===== config.mk =====
export PLATFORM = sky130hd
export DESIGN_NAME = cylon_led_decoder
export DESIGN_NICKNAME = d
export VERILOG_FILES = /design/src/rtl/cylon_pkg.sv /design/src/rtl/cylon_onehot_enc.sv /design/src/rtl/cylon_led_decoder.sv
export SDC_FILE = /design/constraint.sdc
export NUM_CORES = 1
export LEC_CHECK = 0
export ABC_AREA = 1
export CAP_MARGIN = 20
export CORE_ASPECT_RATIO = 0.5
export CORE_MARGIN = 3
export CORE_UTILIZATION = 58
export CTS_CLUSTER_SIZE = 24
export DETAILED_ROUTE_END_ITERATION = 7
export PLACE_DENSITY = 0.8
export REMOVE_ABC_BUFFERS = 1
export SYNTH_ARGS = -nofsm -noshare
export SYNTH_HDL_FRONTEND = slang
export SYNTH_SLANG_ARGS = --single-unit
export TNS_END_PERCENT = 10

===== constraint.sdc =====
create_clock -name clk -period 2.2 [get_ports clk]
set_clock_uncertainty 0.05 [all_clocks]
set_input_delay 0.33 -clock clk [delete_from_list [all_inputs] [get_ports clk]]
set_output_delay 0.33 -clock clk [all_outputs]
set_load 0.1 [all_outputs]

===== src/rtl/cylon_pkg.sv =====
// Shared types and constants for the cylon LED bus decoder.
// Holds the decoder FSM state encoding, the default bus width and the
// matching position index width.
package cylon_pkg;

  localparam int WIDTH_DEFAULT = 16;
  localparam int POS_W         = $clog2(WIDTH_DEFAULT);

  typedef enum logic [1:0] {
    IDLE       = 2'd0,
    TRACK_UP   = 2'd1,
    TRACK_DOWN = 2'd2,
    FAULT      = 2'd3
  } cylon_state_t;

endpackage


===== src/rtl/cylon_onehot_enc.sv =====
// Combinational one-hot to index encoder.
// idx is the OR of the indices of all set bits, so it is the bit number
// whenever is_onehot is high and a don't-care otherwise.
module cylon_onehot_enc
  import cylon_pkg::*;
#(
  parameter int WIDTH = WIDTH_DEFAULT,
  parameter int IDX_W = POS_W
) (
  input  logic [WIDTH-1:0] vec,
  output logic [IDX_W-1:0] idx,
  output logic             is_onehot
);

  logic seen;
  logic multi;

  // Scan every bit, tracking "at least one" and "more than one" set.
  always_comb begin
    // NOTE: combinational logic uses blocking '=' so each loop iteration
    // sees the value produced by the previous one.
    seen  = 1'b0;
    multi = 1'b0;
    idx   = '0;
    for (int i = 0; i < WIDTH; i++) begin
      if (vec[i]) begin
        multi = multi | seen;
        seen  = 1'b1;
        idx   = idx | IDX_W'(i);
      end
    end
    is_onehot = seen & ~multi;
  end

endmodule


===== src/rtl/cylon_led_decoder.sv =====
// Reader/checker for the cylon LED bus.
// Stage 1 registers led; stage 2 decodes it, tracks the lit position and
// scan direction, counts end-to-end sweeps and flags one-hot, jump and
// stall violations. Outputs follow a bus change by two cycles.
// Optional: define CYLON_DEC_STICKY_ERR_EN to make the error outputs latch
// high until btnC instead of pulsing for one cycle.
module cylon_led_decoder
  import cylon_pkg::*;
#(
  parameter int          WIDTH        = WIDTH_DEFAULT,
  parameter logic [27:0] STALL_CYCLES = 28'd100_000_000
) (
  input  logic                     clk,
  input  logic                     btnC,
  input  logic [WIDTH-1:0]         led,
  output logic [$clog2(WIDTH)-1:0] pos,
  output logic                     pos_valid,
  output logic                     dir,
  output logic                     step,
  output logic [15:0]              sweep_count,
  output logic                     err_onehot,
  output logic                     err_jump,
  output logic                     err_stall
);

  localparam int               IDX_W   = $clog2(WIDTH);
  localparam logic [IDX_W-1:0] IDX_MAX = IDX_W'(WIDTH - 1);

  logic [WIDTH-1:0] led_s1;
  logic [WIDTH-1:0] led_s1_prev;
  logic [IDX_W-1:0] enc_idx;
  logic             enc_onehot;
  logic             change;

  cylon_state_t     state;
  cylon_state_t     state_n;
  logic [IDX_W-1:0] pos_n;
  logic             pos_valid_n;
  logic             dir_n;
  logic             step_n;
  logic [15:0]      sweep_count_n;
  logic             onehot_evt;
  logic             jump_evt;
  logic             stall_evt;
  logic             err_onehot_n;
  logic             err_jump_n;
  logic             err_stall_n;
  logic [27:0]      stall_cnt;
  logic [27:0]      stall_cnt_n;
  logic             up_ok;
  logic             down_ok;

  // Stage 1: register the bus and keep the previous sample for change detection.
  always_ff @(posedge clk) begin
    // NOTE: sequential state always uses non-blocking '<=' so every register
    // samples pre-edge values regardless of statement order.
    if (btnC) begin
      led_s1      <= '0;
      led_s1_prev <= '0;
    end else begin
      led_s1      <= led;
      led_s1_prev <= led_s1;
    end
  end

  assign change = (led_s1 != led_s1_prev);

  cylon_onehot_enc #(
    .WIDTH (WIDTH),
    .IDX_W (IDX_W)
  ) u_enc (
    .vec       (led_s1),
    .idx       (enc_idx),
    .is_onehot (enc_onehot)
  );

  // Legal single steps; the range guards stop 0 <-> WIDTH-1 from wrapping.
  assign up_ok   = (pos != IDX_MAX) && (enc_idx == pos + IDX_W'(1));
  assign down_ok = (pos != '0)      && (enc_idx == pos - IDX_W'(1));

  // FSM state register.
  always_ff @(posedge clk) begin
    if (btnC) state <= IDLE;
    else      state <= state_n;
  end

  // Next-state, tracking and error decisions for stage 2.
  always_comb begin
    // NOTE: every signal gets a default first so no path leaves it unassigned
    // and no latch is inferred.
    state_n       = state;
    pos_n         = pos;
    pos_valid_n   = pos_valid;
    dir_n         = dir;
    step_n        = 1'b0;
    sweep_count_n = sweep_count;
    onehot_evt    = 1'b0;
    jump_evt      = 1'b0;

    case (state)
      IDLE, FAULT: begin
        // Re-acquire on the first one-hot sample; no step is produced.
        if (change) begin
          if (enc_onehot) begin
            pos_n       = enc_idx;
            pos_valid_n = 1'b1;
            state_n     = (enc_idx == IDX_MAX) ? TRACK_DOWN : TRACK_UP;
          end else begin
            onehot_evt  = 1'b1;
            pos_valid_n = 1'b0;
          end
        end
      end
      TRACK_UP, TRACK_DOWN: begin
        if (change) begin
          if (!enc_onehot) begin
            onehot_evt  = 1'b1;
            pos_valid_n = 1'b0;
            state_n     = FAULT;
          end else if (up_ok || down_ok) begin
            step_n  = 1'b1;
            dir_n   = up_ok;
            pos_n   = enc_idx;
            state_n = up_ok ? TRACK_UP : TRACK_DOWN;
            if (enc_idx == IDX_MAX || enc_idx == '0) begin
              sweep_count_n = sweep_count + 16'd1;
            end
          end else begin
            jump_evt = 1'b1;
            state_n  = FAULT;
          end
        end
      end
      default: state_n = IDLE;
    endcase

    // Stall counter: held at zero while idle or on a change, saturates.
    stall_cnt_n = stall_cnt;
    stall_evt   = 1'b0;
    if (state == IDLE || change) begin
      stall_cnt_n = '0;
    end else if (stall_cnt != STALL_CYCLES) begin
      stall_cnt_n = stall_cnt + 28'd1;
      stall_evt   = (stall_cnt_n == STALL_CYCLES);
    end

`ifdef CYLON_DEC_STICKY_ERR_EN
    err_onehot_n = err_onehot | onehot_evt;
    err_jump_n   = err_jump   | jump_evt;
    err_stall_n  = err_stall  | stall_evt;
`else
    err_onehot_n = onehot_evt;
    err_jump_n   = jump_evt;
    err_stall_n  = stall_evt;
`endif
  end

  // Stage 2 output and counter registers.
  always_ff @(posedge clk) begin
    // NOTE: reset is synchronous and overrides every other update.
    if (btnC) begin
      pos         <= '0;
      pos_valid   <= 1'b0;
      dir         <= 1'b0;
      step        <= 1'b0;
      sweep_count <= '0;
      err_onehot  <= 1'b0;
      err_jump    <= 1'b0;
      err_stall   <= 1'b0;
      stall_cnt   <= '0;
    end else begin
      pos         <= pos_n;
      pos_valid   <= pos_valid_n;
      dir         <= dir_n;
      step        <= step_n;
      sweep_count <= sweep_count_n;
      err_onehot  <= err_onehot_n;
      err_jump    <= err_jump_n;
      err_stall   <= err_stall_n;
      stall_cnt   <= stall_cnt_n;
    end
  end

endmodule


==> metrics.txt, run 1 <==
total CTS buffers 9; clk_lat worst skew 0.34 ns; Critical Path RT 2.43 ns; fin crit period 2.22 ns; drt pass-1 iters 5; GRT Residual Overflow 0; Critical Path Sink Type flip-flop; Reg-to-Reg End sweep_count[8]$_SDFFE_PP0P_; root buffer cell clkbuf_16; worst-case reg-to-reg path depth 16; Max Slew Vio Count 0; dpl hpwl 8310 um; RePlAce Congestion 0.929; setup violators final 5; commonest cells after routing, fill and taps aside nand2_1, nor2_1, inv_1; share of cells above drive strength 1 18.2%; leakage 0.00268 uW; crit start category flip-flop; largest net degree at the start of global routing 22; # clock sinks 88; setup slack at placement -0.0169 ns; Pwr Total 4170 uW; vias in the first global route 4381; HP Class flip-flop to flip-flop; total number of placement rows 22; crit path max fanout 6; register clock-pin slew on the reported worst setup and hold paths 0.06 ns; maximum vdd drop 0.000452 V; unrepaired setup endpoints after global routing true; EDFF count, synth 0; Worst Setup SP led_s1[3]$_SDFF_PP0_; worst setup margin -0.0245 ns; Async SR Flop Fraction 0%; final hold violations 0; hold depth 2; R2R setup slack -0.02 ns; CTS tree done; Critical R2R Launch led_s1[3]$_SDFF_PP0_; Max-cap violations 0; status finished, violations left; Nets 850; Seq/Total Area, Yosys 37.2%; post-route DRC violation count 0; fmax 450 MHz; Post-Synthesis Cell Area 4730 um2; pwr/cell area 697 nW/um2; fill cell count 570; H-tree Lvls 3; final WL 11700 um; violated checks setup timing; floorplan core area 7620 um2; post-route ant nets 0; global-route wire length before repair 19100 um; setup_tns -0.0990 ns; initial core utilization 62.1%; critical path class flip-flop to flip-flop; number of port buffers 43; area growth from synthesis to layout 26.6%; WL/cell 12.5 um; Yosys cell types 30; Die H 69.9 um; Period Utilization, post-route 101%; Via density 5.12; die width 134 um; Non-Filler Instances 938; min-delay src dir$_SDFFE_PP0P_; Max-Slew Margin vs Limit 71.0%; Top FF cell, synth dfxtp_1; Initial DRC Count 264; Worst Max-Slew Pin Slew 0.432 ns; Inst Count DP 913; GRT Util Overall 24.7%; syn_area_per_cell 6.37 um2; diodes inserted 0; Syn Inst Count 743; synthesized flop and latch total 88; num ports 44; antenna violations before repair 0; via count 4800; yosys warns 0; most common cell after layout, fill and taps aside nand2_1; hold path endpoint dir$_SDFFE_PP0P_; die area 9340 um2; CTS Buffer Depth 2; Critical Path AT 2.45 ns; CTS hold repair buffers 0
## worst max-delay path by stage
stage,to,cells after the start,slack [ns]
6_report,sweep_count[8]$_SDFFE_PP0P_,16,-0.02
5_1_grt,sweep_count[5]$_SDFFE_PP0P_,14,-0.23
4_1_cts,pos[1]$_SDFFE_PP0P_,14,0.003
3_5_place_dp,sweep_count[10]$_SDFFE_PP0P_,11,-0.02
3_3_place_gp,sweep_count[10]$_SDFFE_PP0P_,11,0.03
2_1_floorplan,sweep_count[4]$_SDFFE_PP0P_,13,-0.65
## critical path, stage by stage, from the launching register on
cell     delay, ns
dfxtp_2       0.34
nor2_4        0.16
nand3_2       0.14
nor2_4        0.13
nand3_2       0.11
nor2_4        0.17
nand3_1       0.12
nand2_1       0.08
nand2_1       0.10
inv_2         0.10
nand3_4       0.11
nor2_4        0.16
buf_12        0.13
nand2_1       0.06
nand2_1       0.06
nand2_1       0.05
nor2_1        0.09
## state kept, by name (all words and copies together) (netlist names)
| name | count |
|---|---|
| state | 2 |
| stall_cnt | 28 |
| step | 1 |
| led_s1 | 16 |
| dir | 1 |
| err_jump | 1 |
| err_stall | 1 |
| led_s1_prev | 16 |
| pos | 4 |
| err_onehot | 1 |
| sweep_count | 16 |
| pos_valid | 1 |
## metrics by stage
step	instance area (um2)	hold slack (ns)	utilization, %
after global routing	5990	0.437	78.6
after detailed placement	5430	0.406	71.2
after floorplan	4690	0.351	-
after CTS	5800	0.420	76.1
after global placement	5430	0.386	71.2
final	5990	0.413	78.6
## per-layer routing
| layer | global-route usage, % | routed length [um] | vias up |
|---|---|---|---|
| li1 | - | - | 2446 |
| met1 | 31.5 | 5330 | 2179 |
| met2 | 42.2 | 5550 | 142 |
| met3 | 5.11 | 578 | 33 |
| met4 | 7.87 | 247 | 0 |
| met5 | 0 | 0 | - |
## layout make-up
type	count	area [um2]	area share, %
clock inverter	6	133	2.21
tap	108	135	2.26
clock buffer	9	225	3.76
inverter	137	517	8.63
sequential	88	1780	29.6
multi-input combinational	509	2530	42.2
timing repair buffer	81	676	11.3
## timing repair
item                                    4_1_cts  5_1_grt
cloned                                        0        0
setup buffers                                 2        8
endpoints found under the setup margin       15       27
gates resized for setup                       2       56
pin swaps                                     2       17
## cell usage after synthesis, drive strengths merged (2+ instances only)
cell type | number | area [um2]
inv | 137 | 514
or2 | 2 | 12.5
nor2 | 158 | 648
ha | 6 | 75.1
dfxtp | 88 | 1760
nand3 | 39 | 233
nor4 | 4 | 25.0
clkbuf | 7 | 26.3
o21ai | 26 | 130
nand2 | 180 | 691
xnor2 | 3 | 26.3
nand4 | 22 | 138
a21oi | 22 | 110
nor3 | 20 | 100
xor2 | 22 | 193
buf | 2 | 15.0
## report_power, final
group	total [uW]	switching [uW]	internal, uW
logic	638	415	223
clock network	1840	626	1220
registers	1690	44.0	1650
## cell families (layout without fill, tap and decap cells)
family / Yosys count / in the layout / synth area share [%]
fa+ha+maj: 6 / 6 / 1.59
buf+inv: 146 / 233 / 11.7
compound gates: 52 / 52 / 5.66
flops: 88 / 88 / 37.2
xor+xnor: 25 / 25 / 4.63
simple gates: 426 / 426 / 39.2
No activity file was read; power rests on OpenSTA's default activity.
==> inputs of run 2 (changes only) <==
--- a/config.mk
+++ b/config.mk
@@ -7,3 +7,2 @@
 export LEC_CHECK = 0
-export ABC_AREA = 1
 export CAP_MARGIN = 20
@@ -11,3 +10,3 @@
 export CORE_MARGIN = 3
-export CORE_UTILIZATION = 58
+export CORE_UTILIZATION = 57
 export CTS_CLUSTER_SIZE = 24
@@ -18,2 +17,3 @@
 export SYNTH_HDL_FRONTEND = slang
+export SYNTH_HIERARCHICAL = 1
 export SYNTH_SLANG_ARGS = --single-unit
==> constraint.sdc (replaced) <==
create_clock -name clk -period 2.2 [get_ports clk]
set_clock_uncertainty 0.05 [all_clocks]
set_input_delay 0.44 -clock clk [delete_from_list [all_inputs] [get_ports clk]]
set_output_delay 0.44 -clock clk [all_outputs]
set_load 0.1 [all_outputs]
==> run 2 against run 1 <==
Effect of this change: the flow still finishes with violations (setup timing); global-route usage up 0.51 points; register-to-register slack got worse by 0.62 ns; maximum frequency decreased by 22%; non-clock buffer count up 33; wire length decreased by 8.1%; synthesized area down 7.3%; hold slack better by 0.017 ns; utilization up 1.4 points; sequential power about the same; largest power group is now registers.
==> metrics.txt, run 2 <==
status finished, violations left; violated checks setup timing; GRT Util Overall 25.2% (+0.51 points); antenna violations before repair 0 (unchanged); Period Utilization, post-route 129% (+28 points); post-route DRC violation count 0 (unchanged); Reg with most FFs stall_cnt; Reg-to-Reg End sweep_count[10]$_SDFFE_PP0P_; final WL 10800 um (-8.1%); Die H 68.0 um (-2.6%); Max-Slew Margin vs Limit 60.3% (-11 points); post-synth top area cell dfxtp_1; area growth from synthesis to layout 28.8%; CTS Buffer Depth 2 (unchanged); num ports 44 (unchanged); EDFF count, synth 0 (unchanged); total number of placement rows 21 (-4.5%); share of the synthesized area in the top cell type 40.2% (+2.9 points); Via density 5.76 (+12%); min-delay src state[1]$_SDFFE_PP0P_; Largest register FFs 28 (unchanged); Critical Path RT 2.37 ns (-0.06 ns); root buffer cell clkbuf_16; R2R setup slack -0.64 ns (-0.62 ns); H-tree Lvls 3 (unchanged); most common cell in the netlist dfxtp_1; syn_area_per_cell 9.08 um2 (+43%); HP Class flip-flop to flip-flop; Seq/Total Area, Yosys 40.2% (+2.9 points); diodes inserted 0 (unchanged); worst setup margin -0.642 ns (-0.617 ns); hold path endpoint state[1]$_SDFFE_PP0P_; vias in the first global route 3660 (-16%); Yosys cell types 70 (+130%); worst-case reg-to-reg path depth 11 (-5); die area 8850 um2 (-5.3%); Core Util, Final 80.0% (+1.4 points); post-route ant nets 0 (unchanged); die width 130 um (-2.7%); Top FF cell, synth dfxtp_1; total CTS buffers 9 (unchanged); Area after DPL 5250 um2 (-3.3%); unrepaired setup endpoints after global routing true; number of port buffers 43 (unchanged); WL/cell 15.9 um (+27%); hold depth 2 (unchanged); maximum vdd drop 0.000395 V (-12%); top cells by area, synth dfxtp_1, xor2_1, nor2b_1, nor2_1, xnor2_1; final hold violations 0 (unchanged); dpl hpwl 7420 um (-11%); yosys warns 6 (+6); clk_lat worst skew 0.33 ns (about the same); Inst Count DP 664 (-27%); fmax 352 MHz (-22%); floorplan core area 7070 um2 (-7.3%); initial core utilization 62.1% (about the same); fill cell count 459 (-19%); GRT Residual Overflow 0 (unchanged); Critical Path AT 3.01 ns (+0.56 ns); # clock sinks 88 (unchanged); drt pass-1 iters 7 (+2); Design Area, Final 5650 um2 (-5.6%); most common cell after layout, fill and taps aside buf_4; Initial DRC Count 332 (+26%); pwr/cell area 666 nW/um2 (-4.5%); crit start category flip-flop; leakage 0.00232 uW (-13%); critical path class flip-flop to flip-flop; synthesized flop and latch total 88 (unchanged); Async SR Flop Fraction 0% (unchanged); Post-Synthesis Cell Area 4390 um2 (-7.3%); fin crit period 2.84 ns (+0.617 ns); Critical R2R Launch led_s1[10]$_SDFF_PP0_; share of cells above drive strength 1 26.3% (+8.1 points); Max-cap violations 0 (unchanged); Synth top cells by count dfxtp_1, nor2_1, nor2b_1; CTS tree done; Worst Max-Slew Pin Slew 0.588 ns (+0.156 ns); setup violators final 48 (+43); largest net degree at the start of global routing 42 (+91%); CTS hold repair buffers 0 (unchanged); via count 3902 (-19%); Non-Filler Instances 678 (-28%); multi-input logic area 2550 um2 (+0.69%); global-route wire length before repair 17400 um (-8.5%); Critical Path Sink Type flip-flop; crit path max fanout 4 (-2); FF/Latch Area 1770 um2 (-0.56%); Syn Inst Count 483 (-35%); Max Slew Vio Count 0 (unchanged); register clock-pin slew on the reported worst setup and hold paths 0.06 ns (about the same); Nets 610 (-28%); RePlAce Congestion 0.923 (-0.62%); commonest cells after routing, fill and taps aside buf_4, dfxtp_1, nor2_1
[run 2: cell count changes in the layout (fill, tap and decap cells not counted), moves of 13 or more]
cell     before  now
nand2_1     171   21
inv_1       122   10
nor2_1      137   49
nor2b_1       0   42
buf_4        62   95
and3_1        0   17
nand3_1      33   18
xor2_1       21   36
inv_2        14    1
xnor2_1       3   16
[run 2: where the power goes]
group	switching [uW]	leakage (uW)	internal, uW
logic	351	0.00146	246
registers	30.4	0.000718	1650
clock network	570	0.000139	916
total	951	0.00232	2810
[run 2: final cells by class]
type                            instances  share of cell area [%]
Clock buffer                           11                    4.47
Inverter                               11                   0.731
Clock inverter                          1                   0.531
Timing Repair Buffer                  114                    15.9
Sequential cell                        88                    31.2
Multi-Input combinational cell        361                    45.1
Tap cell                               92                    2.04
[run 2: routing by layer]
metal / track usage [%] / vias to the layer above / share of wire [%]
met5: 0 / - / 0
met4: 7.25 / 0 / 1.6
met3: 6.08 / 21 / 5.7
met2: 43.2 / 134 / 47
met1: 32.2 / 1848 / 46
li1: - / 1899 / -
[run 2: worst max-delay path by stage]
stage	start	to	slack, ns
after floorplan	pos[0]$_SDFFE_PP0P_	sweep_count[10]$_SDFFE_PP0P_	-0.92
after global placement	led_s1[2]$_SDFF_PP0_	sweep_count[12]$_SDFFE_PP0P_	-0.55
after detailed placement	led_s1[10]$_SDFF_PP0_	sweep_count[10]$_SDFFE_PP0P_	-0.64
after CTS	led_s1[10]$_SDFF_PP0_	sweep_count[13]$_SDFFE_PP0P_	-0.57
after global routing	led_s1[10]$_SDFF_PP0_	sweep_count[12]$_SDFFE_PP0P_	-0.72
final	led_s1[10]$_SDFF_PP0_	sweep_count[10]$_SDFFE_PP0P_	-0.64
[run 2: timing repair]
item | in CTS | in global routing
setup endpoints to repair | 55 | 55
setup buffers | 1 | 1
gates resized for setup | 16 | 11
hold endpoints to repair | 0 | 0
pin swaps | 6 | 7
[run 2: worst max-delay path, stage by stage (launching register included)]
cell	delay, ns
dfxtp_1	0.31
or4_4	0.53
or4_1	0.41
o21ai_1	0.13
nand4_1	0.11
nor2_1	0.13
buf_4	0.13
inv_2	0.04
nor2_2	0.12
o2111a_2	0.27
and3_4	0.20
mux2_1	0.30
[run 2: cell families after synthesis]
family | count (synthesis) | synth area share (%)
simple gates | 236 | 31.6
flops | 88 | 40.2
xor+xnor | 55 | 11.0
compound gates | 52 | 8.64
buf+inv | 34 | 3.91
mux | 10 | 2.48
fa+ha+maj | 8 | 2.22
[run 2: metrics by stage]
step	setup slack (ns)	power, uW	TNS (ns)	hold slack (ns)
final	-0.642	3760	-12.36	0.430
after global routing	-0.720	3880	-16.86	0.458
after CTS	-0.574	3760	-9.87	0.424
after detailed placement	-0.636	2250	-11.26	0.416
after global placement	-0.551	2230	-9.65	0.412
after floorplan	-0.921	2050	-16.68	0.385
